==> config.mk <==
export PLATFORM = sky130hd
export DESIGN_NAME = instr_fetch_unit
export DESIGN_NICKNAME = d
export VERILOG_FILES = /design/src/rtl/instr_fetch_unit.sv
export SDC_FILE = /design/constraint.sdc
export NUM_CORES = 1
export LEC_CHECK = 0
export CORE_ASPECT_RATIO = 0.8
export CORE_UTILIZATION = 56
export DETAILED_ROUTE_END_ITERATION = 16
export HOLD_SLACK_MARGIN = 0.08
export PLACE_DENSITY = 0.86
export REMOVE_ABC_BUFFERS = 1
export SETUP_SLACK_MARGIN = 0.3
export SLEW_MARGIN = 20
export SYNTH_ARGS = -nofsm -noshare
export SYNTH_HDL_FRONTEND = slang
export SYNTH_SLANG_ARGS = --single-unit
==> constraint.sdc <==
create_clock -name clk -period 14.7 [get_ports clk]
set_clock_uncertainty 0.05 [all_clocks]
set_input_delay 2.205 -clock clk [delete_from_list [all_inputs] [get_ports clk]]
set_output_delay 2.205 -clock clk [all_outputs]
set_load 0.005 [all_outputs]
==> src/rtl/instr_fetch_unit.sv <==
// Fetch stage: owns the PC, issues credit-limited imem requests, buffers words in a prefetch FIFO.
// Optional IFU_MISALIGN_CHECK_EN adds misalign_err and a sticky HALT on misaligned redirects.
module instr_fetch_unit #(
  parameter logic [31:0] RESET_PC   = 32'h0000_0000,
  parameter int          FIFO_DEPTH = 2
) (
  input  logic        clk,
  input  logic        rst_n,
  output logic        imem_req,
  output logic [31:0] imem_addr,
  input  logic        imem_gnt,
  input  logic        imem_rvalid,
  input  logic [31:0] imem_rdata,
  input  logic        redirect_valid,
  input  logic [31:0] redirect_pc,
  output logic        instr_valid,
  input  logic        instr_ready,
  output logic [31:0] instr,
  output logic [31:0] instr_pc
`ifdef IFU_MISALIGN_CHECK_EN
  ,
  output logic        misalign_err
`endif
);
  localparam int AW = $clog2(FIFO_DEPTH);
  localparam int CW = AW + 1;
  localparam logic [31:0] NOP = 32'h0000_0013;
  localparam logic [CW:0] DEPTH = FIFO_DEPTH[CW:0];

  typedef enum logic [1:0] {IDLE, FETCH, HALT} state_t;
  state_t state_q, state_d;

  logic [31:0]   pc_q;
  logic [31:0]   resp_pc_q;
  logic [CW-1:0] outstanding_q;
  logic [CW-1:0] drop_cnt_q;
  logic [CW-1:0] wr_ptr_q;
  logic [CW-1:0] rd_ptr_q;
  logic [CW-1:0] count;
  logic [31:0]   data_mem [FIFO_DEPTH];
  logic [31:0]   pc_mem   [FIFO_DEPTH];

  logic [31:0] target;
  logic        halt_req;
  logic        grant;
  logic        resp;
  logic        push;
  logic        pop;

  assign count  = wr_ptr_q - rd_ptr_q;
  assign target = {redirect_pc[31:2], 2'b00};

`ifdef IFU_MISALIGN_CHECK_EN
  assign halt_req     = redirect_valid & (redirect_pc[1:0] != 2'b00);
  assign misalign_err = (state_q == HALT);
`else
  logic unused_lsb;
  assign unused_lsb = ^redirect_pc[1:0];
  assign halt_req   = 1'b0;
`endif

  // outstanding + buffered never exceeds depth, so a push always has room
  assign imem_req  = (state_q == FETCH) & ~redirect_valid
                   & (({1'b0, outstanding_q} + {1'b0, count}) < DEPTH);
  assign imem_addr = pc_q;

  assign grant = imem_req & imem_gnt;
  assign resp  = imem_rvalid & (outstanding_q != '0);
  assign push  = resp & (drop_cnt_q == '0) & ~redirect_valid
               & (state_q != HALT);
  assign pop   = instr_valid & instr_ready & ~redirect_valid;

  assign instr_valid = (count != '0);
  assign instr    = instr_valid ? data_mem[rd_ptr_q[AW-1:0]] : NOP;
  assign instr_pc = instr_valid ? pc_mem[rd_ptr_q[AW-1:0]] : 32'h0;

  always_comb begin
    state_d = state_q;
    unique case (state_q)
      IDLE:    state_d = FETCH;
      FETCH:   state_d = FETCH;
      HALT:    state_d = HALT;
      default: state_d = IDLE;
    endcase
    if (halt_req) state_d = HALT;
  end

  always_ff @(posedge clk or negedge rst_n) begin
    if (!rst_n) begin
      state_q       <= IDLE;
      pc_q          <= RESET_PC;
      resp_pc_q     <= RESET_PC;
      outstanding_q <= '0;
      drop_cnt_q    <= '0;
      wr_ptr_q      <= '0;
      rd_ptr_q      <= '0;
    end else begin
      state_q <= state_d;
      if (redirect_valid) begin
        pc_q          <= target;
        resp_pc_q     <= target;
        wr_ptr_q      <= '0;
        rd_ptr_q      <= '0;
        outstanding_q <= outstanding_q - CW'(resp);
        drop_cnt_q    <= outstanding_q - CW'(resp);
      end else begin
        if (grant) pc_q <= pc_q + 32'd4;
        outstanding_q <= outstanding_q + CW'(grant) - CW'(resp);
        if (resp && drop_cnt_q != '0)
          drop_cnt_q <= drop_cnt_q - CW'(1);
        if (push) begin
          wr_ptr_q  <= wr_ptr_q + CW'(1);
          resp_pc_q <= resp_pc_q + 32'd4;
        end
        if (pop) rd_ptr_q <= rd_ptr_q + CW'(1);
      end
    end
  end

  always_ff @(posedge clk) begin
    if (push) begin
      data_mem[wr_ptr_q[AW-1:0]] <= imem_rdata;
      pc_mem[wr_ptr_q[AW-1:0]]   <= resp_pc_q;
    end
  end

endmodule

# == After elaboration in Yosys (flattened, before gate mapping) ==
# Memories as Yosys holds them, arrays and structs flattened.
# Index checks and enable logic that the tools add are counted.
# word_totals
out_inout_bits,98
input_bits,70
regBits,74
memories,2
elab_cells,60
ramBits,128
# classes
n_mux,16
n_lt_le_gt_ge,1
n_eq_ne,3
n_reduce_logical,11
addsub,10
bitwise,10
# mem_list
name,words,word_bits,read_ports,rd_clocked_by_memory_dff,write_ports,line,rtl
data_mem,2,32,1,0,1,40,logic [31:0] data_mem [FIFO_DEPTH];
pc_mem,2,32,1,0,1,41,logic [31:0] pc_mem [FIFO_DEPTH];
# op_table
operator,n
32-bit two-way mux,6
32-bit by 3-bit adder with 32-bit output (second input constant),2
2-bit two-way mux,7
2-bit nonzero test,7
1-bit bitwise AND,9
2-bit by 1-bit adder with 2-bit output (second input constant),2
2-bit logical NOT,2
2-bit case mux with 2 select lines,1
2-bit by 1-bit subtractor with 2-bit output,2
2-bit by 2-bit adder with 3-bit output,1
3-bit by 2-bit < comparator with 1-bit output (second input constant),1
2-bit by 1-bit adder with 2-bit output,1
2-bit by 1-bit equality test with 1-bit output (second input constant),1
2-bit equality test (second input constant),1
1-bit two-way mux,2
2-bit inequality test (second input constant),1
2-bit OR reduction,1
2-bit by 1-bit subtractor with 2-bit output (second input constant),1
2-bit subtractor,1
1-bit logical AND,1
1-bit NOT,1

# == Depth between registers and ports, before layout ==
# logic_depth
depth_word,8
depth_mapped,15
ltp_nobuf,13

# == Worst setup path before layout ==
# OpenSTA, ideal clock, no wires.
# synth_path
path_type,input port to flip-flop
from,in redirect_valid
to,mem data_mem[1][0] (enable)
t_arrival_ns,7.041
setup_slack_ns,7.051
path_buffers,3
stages,4
required_time_ns,14.091
path_cell_list,buf_2 -> buf_1 -> clkbuf_1 -> nor3_1
# synth_between
elab_chain_cells,5
# synth_lines
element,line,rtl
start: declaration,14,"input logic redirect_valid,"
1-bit NOT,69,assign push = resp & (drop_cnt_q == '0) & ~redirect_valid
1-bit bitwise AND,69,
1-bit bitwise AND,70,& (state_q != HALT);
1-bit two-way mux,121,if (push) begin
1-bit two-way mux (implied by the code),122,data_mem[wr_ptr_q[AW-1:0]] <= imem_rdata;
end: declaration,40,
# Every way passes these cells.

# == Worst setup path in the final report ==
# layout_path
from,reg rd_ptr_q[0]
to,out imem_req
# layout_between
elab_chain_cells,4
# layout_lines
element,line,rtl
start: declaration,38,logic [CW-1:0] rd_ptr_q;
start signal: assignment,115,if (pop) rd_ptr_q <= rd_ptr_q + CW'(1);
2-bit subtractor,50,assign count = wr_ptr_q - rd_ptr_q;
2-bit by 2-bit adder with 3-bit output,64,"& (({1'b0, outstanding_q} + {1'b0, count}) < DEPTH);"
3-bit by 2-bit < comparator with 1-bit output,64,
1-bit bitwise AND,64,
end: declaration,9,"output logic imem_req,"
# Every way passes these cells.

==> metrics.md <==
| Metric | Value |
|---|---|
| Final non-filler cell area | 11,100 sq um |
| GRT Overall Usage | 25.6% |
| Synth top cells by count | edfxtp_1 (124), nor2_1 (82), dfrtp_1 (70) |
| Worst EP arrival | 3.70 ns |
| Routed len/inst | 18.2 um |
| Initial antenna violation count | 0 |
| Slew @ Worst Pin | 1.11 ns |
| Row cnt | 40 |
| Max-Cap Viols | 0 |
| DP Wirelength | 12,800 um |
| DRT Pass-1 Iters | 6 |
| CTS root buf | clkbuf_16 |
| Clk sink count | 194 |
| Achievable frequency | 0.168 GHz |
| Setup TNS | 0 ns |
| Internal Power | 1.20 mW |
| Worst skew pair latency | 0.43 ns |
| Final Cycle Share | 40.5% |
| R2R Path Start | rd_ptr_q[0]$_DFFE_PN0P_ |
| Maximum vdd drop | 0.0000881 V |
| CTS resizes | 0 |
| Slew Limit Headroom | 25.7% |
| Congestion Overflow GR | 0 |
| P_sw | 0.518 mW |
| CP startpoint kind | flop |
| Final Hold Viols | 0 |
| Multi-input logic area | 3070 sq um |
| CP startpoint | rd_ptr_q[0]$_DFFE_PN0P_ |
| Setup bufs post-CTS | 0 |
| CORE AREA | 15,200 sq um |
| FF+latch area | 5480 sq um |
| Setup-failing EPs final | 0 |
| Synth area leaders | edfxtp_1 (42%), dfrtp_1 (20%), mux2i_1 (7.4%), nor2_1 (3.5%), nand2_1 (2.4%) |
| Count leader, synth | edfxtp_1 |
| Leak pwr | 3.92 nW |
| Vias in the first global route | 6,119 |
| Htree depth | 4 |
| Clock transition at the registers of the reported paths | 0.07 ns |
| Top cell type's share of synthesized area | 42.4% |
| Vias per std cell | 5.83 |
| Post-route ant nets | 0 |
| Register bit total from synthesis | 194 |
| TritonCTS Buffers | 17 |
| Layout fillers | 957 |
| Buffers added on ports | 161 |
| Placed instance area | 10,500 sq um |
| DRC viols | 0 |
| CTS tree | yes |
| DR vias | 6,307 |
| Critical Path Fanout Max | 65 |
| Fraction of registers with async set/reset | 36.1% |
| Area delta synth->final | 27.0% |
| Nets | 937 |
| Minimum clock period | 5.96 ns |
| ANT cells | 0 |
| Post-synth EDFFs | 124 |
| Max-slew violations | 0 |
| Die footprint | 16,200 sq um |
| Beginning of the worst hold path | state_q[1]$_DFF_PN0_ |
| CP Class | flop to primary output |
| Sequential power share | 41.9% |
| GPL Wtd Cong | 0.924 |
| Clk pwr share | 28.1% |
| Critical Path Sink Type | primary output |
| WP data required | 12.44 ns |
| Drt initial violations | 488 |
| Syn Inst Count | 709 |
| Power density over the cells | 154 nW/um^2 |
| DRT Wirelength | 19,700 um |
| IO Pins | 168 |
| Initial Utilization | 57.9% |
| Comb pwr share | 30.0% |
| Largest area contributor in the netlist | edfxtp_1 |
| DIE HEIGHT | 114 um |
| Post-CTS Hold Fix Bufs | 0 |
| Clock Path Buffers | 2 |
| Status | complete, no violations |
| Switching fraction of total power | 30.3% |
| Die Wd | 142 um |
| Seq/Total Area, Yosys | 62.4% |
| RSZ-0062 raised after global routing | no |
| Hold crit path type | flop to flop |
| Synth Warn # | 0 |
| Syn_area_per_cell | 12.4 sq um |
| Yosys cell types | 51 |
| Main synth FF type | edfxtp_1 |
| First-pass GRT wire length | 31,700 um |
| Total power | 1.71 mW |
| Pin count of the biggest net entering global routing | 71 |
| Share of layout cells above drive strength 1 | 8.14% |
| Syn Std Cell Area | 8780 sq um |
## per-stage QoR
| stage | hold WS, ns | setup slack [ns] | instances | utilization, % |
|---|---|---|---|---|
| 2_1_floorplan | 0.372 | 7.21 | 674 | - |
| 3_3_place_gp | 0.393 | 8.86 | 1050 | 69.4 |
| 3_5_place_dp | 0.414 | 8.82 | 1050 | 69.4 |
| 4_1_cts | 0.432 | 8.53 | 1082 | 73.5 |
| 5_1_grt | 0.471 | 8.53 | 1082 | 73.5 |
| 6_report | 0.425 | 8.74 | 1082 | 73.5 |
## layout make-up
cell class / count / share of cell area, %
Timing Repair Buffer: 166 / 14.7
Multi-Input combinational cell: 458 / 27.5
Tap cell: 210 / 2.36
Sequential cell: 194 / 49.1
Clock inverter: 15 / 1.73
Inverter: 22 / 0.741
Clock buffer: 17 / 3.82
## cells in the final DEF, fill, tap and decap left out, types with 4 or more instances in the layout
cell,netlist,routed
nor2_1,82,82
nand4_1,25,25
or3_1,4,4
o21ai_1,7,7
and3_1,10,10
a21oi_1,12,12
nor3_1,9,7
inv_6,0,5
nor3_2,4,6
inv_1,20,20
xor2_1,20,20
o211ai_1,11,11
mux2_2,6,6
o311ai_0,7,7
o21ai_0,31,31
dfrtp_1,70,69
nand3_1,31,31
mux2i_1,65,65
nand2_1,56,56
edfxtp_1,124,124
buf_4,6,5
clkdlybuf4s50_1,0,159
clkbuf_16,0,17
conb_1,1,4
xnor2_1,23,23
and4_1,5,5
ha_1,7,7
nor4_2,4,4
## power by group through the flow
stage / sequential (mW) / clock, mW / combinational, mW
5_1_grt: 0.725 / 0.513 / 0.564
2_1_floorplan: 0.710 / 0 / 0.238
3_5_place_dp: 0.725 / 0 / 0.514
6_report: 0.718 / 0.482 / 0.514
4_1_cts: 0.716 / 0.488 / 0.519
3_3_place_gp: 0.720 / 0 / 0.502
## worst max-delay path, cell delays in order (launching register included)
cell and delay, ns:
dfrtp_4 1.15, ha_1 0.31, xnor3_1 0.27, fa_1 0.53, nand2_1 0.11, nor4b_1 0.32
clkdlybuf4s50_1 0.57
## cell families (layout without fill, tap and decap cells)
family / Yosys count / count (layout) / synth area share [%]
simple gates: 248 / 248 / 14.8
flops: 194 / 194 / 62.4
compound gates: 83 / 83 / 5.92
mux: 71 / 71 / 8.18
buf+inv: 60 / 220 / 2.95
xor+xnor: 44 / 44 / 4.55
fa+ha+maj: 8 / 8 / 1.23
other cells: 1 / 4 / 0.0427
## flip-flops by register name, indices dropped and copies added, names as in the netlist
name,count
resp_pc_q,30
rd_ptr_q,2
state_q,2
pc_mem,60
outstanding_q,2
data_mem,64
imem_addr,30
drop_cnt_q,2
wr_ptr_q,2
## layer usage
layer | global-route usage, % | vias to the layer above | wire [um]
li1 | - | 2874 | -
met1 | 36.4 | 3011 | 8280
met2 | 39.8 | 394 | 8990
met3 | 6.30 | 28 | 2160
met4 | 6.74 | 0 | 247
met5 | 0 | - | 0
## final timing paths
path	end	slack [ns]	depth (start not counted)
worst max register to register	outstanding_q[1]$_DFF_PN0_	10.53	13
worst min register to register	state_q[0]$_DFF_PN0_	0.42	1
min in group asynchronous	imem_addr[9]$_DFFE_PN0P_	1.93	2
worst max-delay path	imem_req	8.74	6
max in group asynchronous	rd_ptr_q[0]$_DFFE_PN0P_	11.99	2
worst min-delay path	state_q[0]$_DFF_PN0_	0.42	1
No activity file was read; power rests on OpenSTA's default activity.
